<file path="config.mk">
export PLATFORM = sky130hd
export DESIGN_NAME = mcu_bus_sync
export DESIGN_NICKNAME = d
export VERILOG_FILES = /design/src/rtl/mcu_bus_sync_pkg.sv /design/src/rtl/cc_sync_bit.sv /design/src/rtl/mcu_bus_sync.sv
export SDC_FILE = /design/constraint.sdc
export NUM_CORES = 1
export LEC_CHECK = 0
export ABC_AREA = 0
export CAP_MARGIN = 20
export CORE_MARGIN = 3
export CORE_UTILIZATION = 37
export DETAILED_ROUTE_END_ITERATION = 8
export GPL_TIMING_DRIVEN = 0
export PLACE_DENSITY = 0.76
export SLEW_MARGIN = 10
export SYNTH_ARGS = -nofsm -noshare
export SYNTH_HDL_FRONTEND = slang
export SYNTH_HIERARCHICAL = 1
export SYNTH_SLANG_ARGS = --single-unit
</file>
<file path="constraint.sdc">
create_clock -name clk -period 1.5 [get_ports clk]
set_clock_uncertainty 0.1 [all_clocks]
set_input_delay 0.375 -clock clk [delete_from_list [all_inputs] [get_ports clk]]
set_output_delay 0.375 -clock clk [all_outputs]
set_load 0.03 [all_outputs]
</file>
<file path="src/rtl/mcu_bus_sync_pkg.sv">
// Shared definitions for the MCU bus bridge: FSM state encoding,
// byte-lane indices and the post-reset synchroniser flush count.
package mcu_bus_sync_pkg;

   typedef enum logic [1:0] {
      ST_IDLE    = 2'd0,
      ST_ACCESS  = 2'd1,
      ST_CAPTURE = 2'd2,
      ST_HOLD    = 2'd3
   } state_t;

   localparam int BE_LO = 0;
   localparam int BE_HI = 1;

   // Wide enough to count the deepest legal synchroniser (3 stages)
   localparam int FLUSH_W = 2;

   // Number of cycles the synchroniser needs after reset before its
   // outputs reflect the pins rather than the reset value.
   function automatic logic [FLUSH_W-1:0] flush_count(input int stages);
      int v;
      v = stages;
      return v[FLUSH_W-1:0];
   endfunction

endpackage

</file>
<file path="src/rtl/cc_sync_bit.sv">
// Single-bit clock-domain-crossing flop chain with a selectable
// value loaded on synchronous active-low reset.
module cc_sync_bit
   import mcu_bus_sync_pkg::*;
#(
   parameter int SYNC_STAGES = 2
) (
   input  logic clk,
   input  logic _reset,
   input  logic i_rst_val,
   input  logic i_d,
   output logic o_q
);

   logic [SYNC_STAGES-1:0] r_chain;

   // Shift the asynchronous input through the flop chain
   always_ff @(posedge clk) begin
      if (!_reset) begin
         r_chain <= {SYNC_STAGES{i_rst_val}};
      end else begin
         r_chain <= {r_chain[SYNC_STAGES-2:0], i_d};
      end
   end

   assign o_q = r_chain[SYNC_STAGES-1];

endmodule

</file>
<file path="src/rtl/mcu_bus_sync.sv">
// Bridge from the asynchronous MCU bus (active-low strobes) to the
// synchronous register file: one clocked access per MCU strobe, read
// data captured and held for the MCU until the strobe is released.
module mcu_bus_sync
   import mcu_bus_sync_pkg::*;
#(
   parameter int ADDR_WIDTH  = 8,
   parameter int DATA_WIDTH  = 16,
   parameter int SYNC_STAGES = 2
) (
   input  logic                  clk,
   input  logic                  _reset,
   input  logic                  _mcu_mreq,
   input  logic                  _mcu_rd,
   input  logic                  _mcu_wr,
   input  logic [1:0]            mcu_be,
   input  logic [ADDR_WIDTH-1:0] mcu_addr,
   input  logic [DATA_WIDTH-1:0] mcu_wdata,
   output logic [DATA_WIDTH-1:0] mcu_rdata,
   output logic                  mcu_rdata_oe,
   output logic                  mcu_ready,
   output logic                  reg_en,
   output logic                  reg_rd,
   output logic                  reg_wr,
   output logic [1:0]            reg_be,
   output logic [ADDR_WIDTH-1:0] reg_addr,
   output logic [DATA_WIDTH-1:0] reg_wdata,
   input  logic [DATA_WIDTH-1:0] reg_rdata
);

   localparam logic [FLUSH_W-1:0] FLUSH_INIT = flush_count(SYNC_STAGES);
   localparam logic [FLUSH_W-1:0] FLUSH_ONE  = {{(FLUSH_W-1){1'b0}}, 1'b1};
   localparam logic [FLUSH_W-1:0] FLUSH_ZERO = '0;

   // Requests are carried active-low through the synchronisers so that
   // the reset value of every flop (1) means "no request".
   logic w_nreq_rd;
   logic w_nreq_wr;
   logic w_nrd_sync;
   logic w_nwr_sync;
   logic w_s_rd;
   logic w_s_wr;
   logic w_s_dir;

   state_t r_state;
   state_t w_state_nxt;

   logic                  r_dir;
   logic                  r_armed;
   logic [FLUSH_W-1:0]    r_flush;
   logic [ADDR_WIDTH-1:0] r_addr;
   logic [1:0]            r_be;
   logic [DATA_WIDTH-1:0] r_wdata;
   logic [DATA_WIDTH-1:0] r_rdata;

   logic w_accept;
   logic w_illegal;
   logic w_en;
   logic w_rd;
   logic w_wr;
   logic w_ready;
   logic w_oe;

   assign w_nreq_rd = _mcu_mreq | _mcu_rd;
   assign w_nreq_wr = _mcu_mreq | _mcu_wr;

   cc_sync_bit #(
      .SYNC_STAGES (SYNC_STAGES)
   ) u_sync_rd (
      .clk       (clk),
      ._reset    (_reset),
      .i_rst_val (1'b1),
      .i_d       (w_nreq_rd),
      .o_q       (w_nrd_sync)
   );

   cc_sync_bit #(
      .SYNC_STAGES (SYNC_STAGES)
   ) u_sync_wr (
      .clk       (clk),
      ._reset    (_reset),
      .i_rst_val (1'b1),
      .i_d       (w_nreq_wr),
      .o_q       (w_nwr_sync)
   );

   assign w_s_rd  = ~w_nrd_sync;
   assign w_s_wr  = ~w_nwr_sync;
   assign w_s_dir = r_dir ? w_s_rd : w_s_wr;

   // Next-state and access outputs. An access is only accepted when
   // the bridge is armed, i.e. both strobes have been seen released
   // since the last access, reset or illegal request. This keeps a
   // strobe that is still low after reset or after an aborted access
   // from issuing a (re)access.
   always_comb begin
      w_state_nxt = r_state;
      w_accept    = 1'b0;
      w_illegal   = 1'b0;
      w_en        = 1'b0;
      w_rd        = 1'b0;
      w_wr        = 1'b0;
      w_ready     = 1'b0;
      w_oe        = 1'b0;
      case (r_state)
         ST_IDLE: begin
            if (w_s_rd && w_s_wr) begin
               w_illegal = 1'b1;
            end else if (r_armed && (w_s_rd ^ w_s_wr)) begin
               w_accept    = 1'b1;
               w_state_nxt = ST_ACCESS;
            end
         end
         ST_ACCESS: begin
            w_en        = 1'b1;
            w_rd        = r_dir;
            w_wr        = ~r_dir;
            w_state_nxt = ST_CAPTURE;
         end
         ST_CAPTURE: begin
            w_en        = 1'b1;
            w_state_nxt = ST_HOLD;
         end
         ST_HOLD: begin
            w_ready = w_s_dir;
            w_oe    = r_dir & w_s_rd;
            if (!w_s_dir) begin
               w_state_nxt = ST_IDLE;
            end
         end
         default: begin
            w_state_nxt = ST_IDLE;
         end
      endcase
   end

   // FSM state register
   always_ff @(posedge clk) begin
      if (!_reset) begin
         r_state <= ST_IDLE;
      end else begin
         r_state <= w_state_nxt;
      end
   end

   // Latch address, byte enables, write data and direction on acceptance
   always_ff @(posedge clk) begin
      if (!_reset) begin
         r_addr  <= '0;
         r_be    <= '0;
         r_wdata <= '0;
         r_dir   <= 1'b0;
      end else if (w_accept) begin
         r_addr       <= mcu_addr;
         r_be[BE_LO]  <= mcu_be[BE_LO];
         r_be[BE_HI]  <= mcu_be[BE_HI];
         r_wdata      <= mcu_wdata;
         r_dir        <= w_s_rd;
      end
   end

   // Post-reset flush of the synchronisers, then arm on both strobes idle
   always_ff @(posedge clk) begin
      if (!_reset) begin
         r_flush <= FLUSH_INIT;
         r_armed <= 1'b0;
      end else begin
         if (r_flush != FLUSH_ZERO) begin
            r_flush <= r_flush - FLUSH_ONE;
         end
         if (w_accept || w_illegal) begin
            r_armed <= 1'b0;
         end else if ((r_flush == FLUSH_ZERO) && !w_s_rd && !w_s_wr) begin
            r_armed <= 1'b1;
         end
      end
   end

   // Capture register read data; deliberately not cleared by reset
   always_ff @(posedge clk) begin
      if (_reset && (r_state == ST_CAPTURE) && r_dir) begin
         r_rdata <= reg_rdata;
      end
   end

   assign reg_en       = w_en;
   assign reg_rd       = w_rd;
   assign reg_wr       = w_wr;
   assign reg_be       = r_be;
   assign reg_addr     = r_addr;
   assign reg_wdata    = r_wdata;
   assign mcu_ready    = w_ready;
   assign mcu_rdata_oe = w_oe;
   assign mcu_rdata    = r_rdata;

endmodule

</file>
==> results.cfg <==
[drt]
drtPass1Iterations = 4
routedWlPerCell_um = 13.5
drc = 0
drt_iter0_markers = 42
viasPerCell = 4.56
finalWirelength_mm = 5.01
vias = 1696
ant_nets = 0

[clocking]
cts_max_level = 2
cts_tree = yes
clk_latency_ns = 0.31
cts.sinks = 52
cts-root-buf = clkbuf_8
cts_buffers = 5
ctsLongestPathBuffers = 2
path_clk_slew_ns = 0.09
hold_buffers = 0

[critical_path]
end_kind = output port
r2r_cells = 7
r2r_slack_ns = -0.13
timing.rr.end = r_dir
crit-reg2reg-launch = r_state[1]
crit_start = r_dir
worstPathRequired_ns = 1.02
critPathKind = reg2out
critPathMaxFanout = 4
arrival_ns = 1.21
start_kind = flip-flop
endpoint = mcu_ready

[global_routing]
use_met1_pct = 19.5
antenna_found_initial = 0
grt_pass1_vias = 1665
track_usage_pct = 16.3
global_route.usage.met3_pct = 3.33
grt_pass1_wl_mm = 8.05
use_met2_pct = 27.8
grt_overflow = 0
grt.busiest_layer = met2
grt_max_degree = 17

[place]
hpwl_mm = 3.36
place_congestion = 0.768
numPortBuffers = 93
placed_cell_area_um2 = 3130

[die]
core_um2 = 5270
die_area_um2 = 6560
boundaryPins = 94
dieHeight_um = 81.0
chipWidth_um = 81.0
rows = 26
initial_core_util_pct = 39.5

[sta]
fmax_mhz = 593
timing.final.crit_share_pct = 112
hold_viol = 0
setup_viol = 32
rsz0062_at_grt = yes
period_minus_slack_ns = 1.69
tns_ns = -1.86
layout_setup_ws_ns = -0.186
maxSlewViolCount = 0
holdWs_ns = 0.354

[status]
outcome = finished with violations
violations = setup timing

[synthesis]
netlist-cell-type-count = 27
seq_area_frac_synth_pct = 57.7
yosysTopAreaCell = dfxtp_1
synth_edf_count = 16
synth_warnings = 6
synth_seq_cells = 52
synth.area.top_cells = dfxtp_1, edfxtp_1, nand2_1, a21boi_2, ha_1
synth_top_area_share_pct = 34.6
ys.flop_type = dfxtp_1
syn-cell-area_um2 = 2080
netlist_instances = 184
syn_area_per_cell_um2 = 11.3
async_flop_share_pct = 0

[power]
total_leakage_power_nw = 1.43
power_density_nw_per_um2 = 999
ir_drop_uv = 686

[layout]
layout-area-overhead-vs-synth_pct = 71.2
fin_nets = 355
diodes = 0
nFillCells = 416
regArea_um2 = 1220
stdcell_area_um2 = 3560
drive_above_1_share_pct = 48.3
multiInputGateArea_um2 = 1020

[worst_hold_path]
hold_class = reg2reg

[job]
max-cap-violations = 0
power by group:
| group | switching (mW) | total (mW) | internal (mW) |
|---|---|---|---|
| Combinational | 0.441 | 0.989 | 0.548 |
| Clock | 0.458 | 0.952 | 0.494 |
| Sequential | 0.0854 | 1.62 | 1.53 |
sequential cells by signal (all words and copies together), names as in the netlist:
register,flops
u_sync_rd/r_chain,2
mcu_rdata,16
r_state,2
reg_wdata,16
r_dir,1
reg_be,2
r_flush,2
r_armed,1
u_sync_wr/r_chain,2
reg_addr,8
routing by layer:
layer,up-vias,wire length (µm)
li1,842,-
met1,792,2030
met2,55,2540
met3,7,322
met4,0,114
met5,-,0
final cells by class:
type                    instances  area share (%)
plain buffers                   7            1.83
clock buffers                   5            1.93
clock inverters                 3            1.19
inverters                       6           0.983
multi-input cells             121            28.6
flip-flops and latches         52            34.2
well taps                      70            2.46
repair buffers                108            28.8
what timing repair did:
action                     CTS  global route
pin swaps                   24            14
setup buffers               11             2
cloned                       3             0
resized for setup          207            50
setup endpoints to repair   92            73
worst min-delay path by stage:
stage	startpoint	endpoint	slack [ns]	cells past startpoint
floorplan	u_sync_rd/r_chain[0]	u_sync_rd/r_chain[1]	0.33	1
global placement	u_sync_rd/r_chain[0]	u_sync_rd/r_chain[1]	0.34	1
detailed placement	reg_wdata[5]	reg_wdata[5]	0.36	2
CTS	reg_wdata[5]	reg_wdata[5]	0.36	2
global route	reg_wdata[3]	reg_wdata[3]	0.38	2
finish	reg_wdata[5]	reg_wdata[5]	0.35	2
synth_stat cells (2+ instances only):
master	number
a21boi_0	8
a21boi_2	18
and2_1	3
and3_1	3
buf_2	2
buf_8	2
clkbuf_1	3
dfxtp_1	36
edfxtp_1	16
ha_1	7
inv_1	6
mux2_2	5
mux2i_1	3
nand2_1	57
o21ai_0	2
or2_2	2
through the flow:
stage | setup slack (ns) | std cells | utilization, % | total power [mW]
after floorplan | 0.00804 | 187 | - | 2.05
after global routing | -0.224 | 372 | 67.6 | 3.75
after CTS | -0.204 | 372 | 68.7 | 3.55
after detailed placement | -0.568 | 350 | 59.3 | 2.34
after global placement | -0.592 | 350 | 59.3 | 2.32
final | -0.186 | 372 | 67.6 | 3.56
layout by cell type, fill, tap and decap left out, types with 2 or more instances in the layout:
cell type,netlist,layout
a21boi_2,18,18
clkbuf_8,0,5
or2_2,2,2
mux2_2,5,5
clkdlybuf4s15_2,0,20
buf_2,2,4
clkdlybuf4s50_1,0,45
clkbuf_2,0,20
mux2i_1,3,2
buf_4,0,6
edfxtp_1,16,16
dfxtp_4,0,4
buf_6,1,12
ha_4,0,5
buf_16,0,2
inv_6,0,2
conb_1,1,4
and3_4,0,2
a21boi_1,0,8
clkbuf_1,3,2
nand2_1,57,34
nand2_2,0,13
and2_4,0,2
o21ai_0,2,2
buf_8,2,3
dfxtp_1,36,31
ha_1,7,2
nand2_4,0,10
inv_1,6,2
kinds of logic after synthesis:
| group | count (synthesis) | synth area share (%) |
|---|---|---|
| AND/OR/NAND/NOR | 69 | 14.6 |
| flip-flops | 52 | 57.7 |
| AO/OA/AOI/OAI | 32 | 14.6 |
| buffers and inverters | 14 | 4.09 |
| multiplexers | 8 | 4.15 |
| adder cells (fa/ha/maj) | 7 | 4.21 |
| other | 1 | 0.180 |
| XOR/XNOR | 1 | 0.421 |
worst max-delay path, stage by stage (launching register included):
cell and delay [ns]:
dfxtp_4 0.38, mux2i_4 0.23, and2_4 0.16, buf_6 0.12
Note: power is estimated with default switching activity, not from simulation.
==> edit 1 (config.mk and constraints unchanged) <==
`FLUSH_W`: 2 -> 3.
--- a/src/rtl/mcu_bus_sync_pkg.sv
+++ b/src/rtl/mcu_bus_sync_pkg.sv
@@ -13,7 +13,7 @@
    localparam int BE_HI = 1;
 
    // Wide enough to count the deepest legal synchroniser (3 stages)
-   localparam int FLUSH_W = 2;
+   localparam int FLUSH_W = 3;
 
    // Number of cycles the synchroniser needs after reset before its
    // outputs reflect the pins rather than the reset value.
Behaviour: same outputs for any inputs over 10 cycles, from zero or initial values and one cycle with _reset low; that may be too few to reach the edited logic, so the function may still have changed.
==> edit 1 against the original RTL <==
The flow still finishes with violations (setup timing). Register-to-register slack improved by 0.02 ns. Sequential share of layout area fell by 0.78 points. Combinational power fell by 2.3%. Power fell by 5.7%. Routed wire length rose by 6.4%. Via count rose by 4.1%. Sequential cell count rose by 1. Final area rose by 4.2%. Worst setup slack improved by 0.028 ns. Synthesized area rose by 2.8%. Highest routed layer unchanged.
==> edit 1: results (changes against the original RTL) <==
| Metric | Value |
|---|---|
| Met3 usage | 3.947% (+0.62 points) |
| Grt met2 use | 27.71% (-0.13 points) |
| RePlAce Congestion | 0.7373 (-4.0%) |
| Reg2Reg Depth | 8 (+1) |
| Number of global-route vias before repair | 1698 (+2.0%) |
| Layout cell share with drive strength beyond 1 | 51.59% (+3.2 points) |
| Leakage Power | 1.478 nW (+3.6%) |
| Yosys cell types | 29 (+7.4%) |
| First-pass GRT wire length | 7852 microns (-2.4%) |
| Placed cell area | 0.003186 sq mm (+1.9%) |
| Post-route setup slack | -0.1579 ns (+0.02837 ns) |
| Clk Latency, worst-skew pair | 0.29 ns (-0.02 ns) |
| # setup viols final | 26 (-19%) |
| GRT Util Overall | 15.20% (-1.1 points) |
| Layout Nets | 368 (+3.7%) |
| Status | complete, but fails checks |
| Post-Route WL | 5327 microns (+6.4%) |
| Worst R2R Setup Slack | -0.11 ns (+0.02 ns) |
| Placed Cells | 358 (+2.3%) |
| Worst Hold Launch | reg_wdata[0] |
| Adder-Cell Fraction of Synth Area | 4.678% (+0.47 points) |
| GRT met1 Usage | 17.69% (-1.8 points) |
| Seq/Total Area, Yosys | 57.08% (-0.65 points) |
| Critical path arrival | 1.18 ns (-0.03 ns) |
| Place WS | -0.6510 ns (-0.08341 ns) |
| Post-synthesis xor/xnor area fraction | 0.4094% (-0.012 points) |
| Setup TNS | -2.198 ns (-0.3393 ns) |
| Failing checks | setup timing |
| Fillers | 453 (+8.9%) |
| RR Startpoint | u_sync_rd/r_chain[1] |
| Routed vias | 1766 (+4.1%) |
| Avg Cell Area, Syn | 11.26 sq um (-0.42%) |
| Via density | 4.575 (+0.35%) |
-- edit 1: cell count changes in the layout (fill, tap and decap cells not counted), sizes merged, moves of 2 or more --
cell and delta:
buf +3, clkbuf +5, clkdlybuf4s15 -2, clkinv +2, nor2b +4, nor3b +2
-- edit 1: layout make-up --
type                            count  area (sq um)  area share, %
Buffer                              8         85.08          2.292
Clock buffer                        5         68.82          1.854
Clock inverter                      3         12.51         0.3370
Inverter                            6         35.03         0.9437
Multi-Input combinational cell    126          1115          30.03
Sequential cell                    53          1240          33.40
Tap cell                           72         90.09          2.427
Timing Repair Buffer              113          1066          28.72
-- edit 1: metal layers --
layer  up-vias  wire length, microns
li1        881                     -
met1       831                  2139
met2        49                  2865
met3         5                   278
met4         0                    43
met5         -                     0
-- edit 1: power breakdown --
part | switching, W | total, W | internal [W]
Combinational | 0.000421 | 0.000966 | 0.000545
Clock | 0.000427 | 0.000742 | 0.000315
Sequential | 0.0000864 | 0.00165 | 0.00156
Total | 0.000934 | 0.00336 | 0.00242
-- edit 1: kinds of logic after synthesis --
logic type / count (synthesis)
multiplexers: 8
XOR/XNOR: 1
AO/OA/AOI/OAI: 32
buffers and inverters: 14
adder cells (fa/ha/maj): 8
flip-flops: 53
AND/OR/NAND/NOR: 73
other: 1
-- edit 1: stage by stage --
step | power, W | hold WS [ns]
finish | 0.003357 | 0.3569
global route | 0.003534 | 0.3764
CTS | 0.003261 | 0.3589
detailed placement | 0.002369 | 0.3390
global placement | 0.002348 | 0.3393
floorplan | 0.002089 | 0.3328
-- edit 1: how the worst max path moves through the flow --
stage                    endpoint  slack (ns)  depth (start not counted)
CTS                     mcu_ready       -0.19                          3
detailed placement  mcu_rdata[10]       -0.65                          2
finish                  mcu_ready       -0.16                          3
global placement     mcu_rdata[3]       -0.63                          2
floorplan                   r_dir       -0.01                          6
global route            mcu_ready       -0.20                          3
-- edit 1: worst max-delay path, cell delays in order (launching register included) --
cell     delay (ns)
dfxtp_4        0.38
mux2i_4        0.22
and2_4         0.17
buf_6          0.12
-- edit 1: repair_timing --
action,CTS,global route
hold endpoints to repair,0,0
setup buffers,10,7
resized for setup,183,87
setup endpoints to repair,93,59
gates cloned,3,1
pin swaps,9,33
==> edit 2 (config.mk and constraints unchanged) <==
Made on the original files. Encoding of `state_t`: now Gray code (2 bits for 4 states).
--- a/src/rtl/mcu_bus_sync_pkg.sv
+++ b/src/rtl/mcu_bus_sync_pkg.sv
@@ -3,10 +3,10 @@
 package mcu_bus_sync_pkg;
 
    typedef enum logic [1:0] {
-      ST_IDLE    = 2'd0,
-      ST_ACCESS  = 2'd1,
-      ST_CAPTURE = 2'd2,
-      ST_HOLD    = 2'd3
+      ST_IDLE    = 2'b00,
+      ST_ACCESS  = 2'b01,
+      ST_CAPTURE = 2'b11,
+      ST_HOLD    = 2'b10
    } state_t;
 
    localparam int BE_LO = 0;
Behaviour: no difference found for any inputs over 10 cycles, from zero or initial values and one cycle with _reset low; not proved beyond that.
==> edit 2 against the original RTL <==
Power is 21% lower. Sequential cell count stayed put. Largest power group unchanged. Critical path type is now reg2reg. Highest routed layer unchanged. Final area is 7.3% lower. Sequential share of layout area is 2.7 points higher. Critical endpoint is now reg_wdata[11]. Cell count is 1.1% lower. Synthesized area is 0.90% lower. Routed wire length is 1.6% lower. The flow still finishes with violations (setup timing). Largest cell class unchanged. Worst setup slack better by 0.022 ns.
==> edit 2: results (changes against the original RTL) <==
| Metric | Value |
|---|---|
| Hpwl dp | 3512 microns (+4.5%) |
| Synth Area in Compound Gates | 2.367% (-12 points) |
| Yosys cell types | 27 (unchanged) |
| Hold_ws | 0.3594 ns (+0.005335 ns) |
| Seq/Total Area, Yosys | 58.25% (+0.53 points) |
| Avg Cell Area, Syn | 11.58 sq um (+2.4%) |
| Layout Nets | 346 (-2.5%) |
| Placed Cells | 344 (-1.7%) |
| Clk Latency, worst-skew pair | 0.29 ns (-0.02 ns) |
| Top delay family on crit path | buffers and inverters |
| Number of global-route vias before repair | 1723 (+3.5%) |
| # setup viols final | 31 (-3.1%) |
| CP max stage cell | dfxtp_4 |
| Status | complete, but fails checks |
| Leakage Power | 1.323 nW (-7.2%) |
| Adder-Cell Fraction of Synth Area | 1.214% (-3.0 points) |
| Crit path max fanout | 5 (+1) |
| GRT Util Overall | 15.80% (-0.49 points) |
| Post-route setup slack | -0.1642 ns (+0.02206 ns) |
| Synth top area cells | dfxtp_1, edfxtp_1, mux2i_1 |
| RePlAce Congestion | 0.7274 (-5.3%) |
| Multiplexer share of the synthesized area | 15.84% (+12 points) |
| Critical path arrival | 1.78 ns (+0.57 ns) |
| Largest net degree at the start of global routing | 15 (-2) |
| Sw frac | 23.80% (-3.9 points) |
| Ys async rst share | 0% (unchanged) |
| Place WS | -0.8456 ns (-0.2780 ns) |
| Initial DRC Count | 54 (+29%) |
| Failing checks | setup timing |
| First-pass GRT wire length | 7900 microns (-1.8%) |
| Synth top cells by count | nand2_1, dfxtp_1, mux2i_1 |
| VDD IR max | 0.4597 mV (-33%) |
| CTS buffer count | 5 (unchanged) |
| Post-synthesis xor/xnor area fraction | 0.4248% (+0.0038 points) |
| Post-Route WL | 4928 microns (-1.6%) |
| Via density | 4.495 (-1.4%) |
| Drt wl/cell | 13.39 microns (-0.51%) |
| Layout cell share with drive strength beyond 1 | 35.57% (-13 points) |
| Setup TNS | -3.166 ns (-1.307 ns) |
==> edit 2: path summary, 6_finish.rpt <==
check                             from       endpoint  cells past startpoint
setup / recovery  u_sync_rd/r_chain[1]  reg_wdata[11]                      8
hold / removal             reg_addr[7]    reg_addr[7]                      2
setup reg to reg  u_sync_rd/r_chain[1]  reg_wdata[11]                      8
hold reg to reg            reg_addr[7]    reg_addr[7]                      2
==> edit 2: layout make-up <==
cell class	instances	area, sq um
fill	445	1936
timing repair buffer	109	967.2
inverter	5	23.77
clock buffer	7	76.32
multi-input combinational	113	782.0
tap	70	87.58
sequential	52	1217
buffer	11	143.9
clock inverter	1	3.754
==> edit 2: power groups by stage <==
| stage | Clock (W) | Sequential [W] | Combinational, W |
|---|---|---|---|
| floorplan | 0 | 0.00160 | 0.000250 |
| CTS | 0.000765 | 0.00154 | 0.000535 |
| global placement | 0 | 0.00157 | 0.000482 |
| global route | 0.000830 | 0.00155 | 0.000589 |
| finish | 0.000740 | 0.00154 | 0.000540 |
| detailed placement | 0 | 0.00157 | 0.000493 |
==> edit 2: repair_timing <==
item | CTS | global route
setup buffers | 12 | 3
cloned | 2 | 0
pin swaps | 4 | 3
gates resized for setup | 140 | 56
endpoints found under the setup margin | 83 | 66
==> edit 2: tightest hold or removal path, delay by kind of cell (launching register included) <==
kind             cells  cell delay, ns
and+or+nand+nor      1            0.05
muxes                1            0.05
DFF                  1            0.32
==> edit 2: per-layer routing <==
| layer | GRT usage [%] | up-vias | part of all wire, % |
|---|---|---|---|
| met2 | 30.13 | 49 | 53 |
| met5 | 0 | - | 0 |
| met1 | 17.19 | 774 | 41 |
| met4 | 5.068 | 0 | 0.73 |
| li1 | - | 829 | - |
| met3 | 3.251 | 2 | 5.8 |
==> edit 2: cells by family (layout without fill, tap and decap cells) <==
family / after synthesis / in the layout
xor+xnor: 1 / 1
fa+ha+maj: 2 / 2
compound gates: 6 / 6
other cells: 1 / 4
flops: 52 / 52
buf+inv: 16 / 133
mux: 32 / 32
simple gates: 68 / 68
==> edit 2: stage by stage <==
| stage | area (sq um) | power [W] |
|---|---|---|
| floorplan | 2102 | 0.001854 |
| CTS | 3416 | 0.002837 |
| finish | 3302 | 0.002821 |
| global placement | 3120 | 0.002053 |
| global route | 3302 | 0.002969 |
| detailed placement | 3120 | 0.002065 |
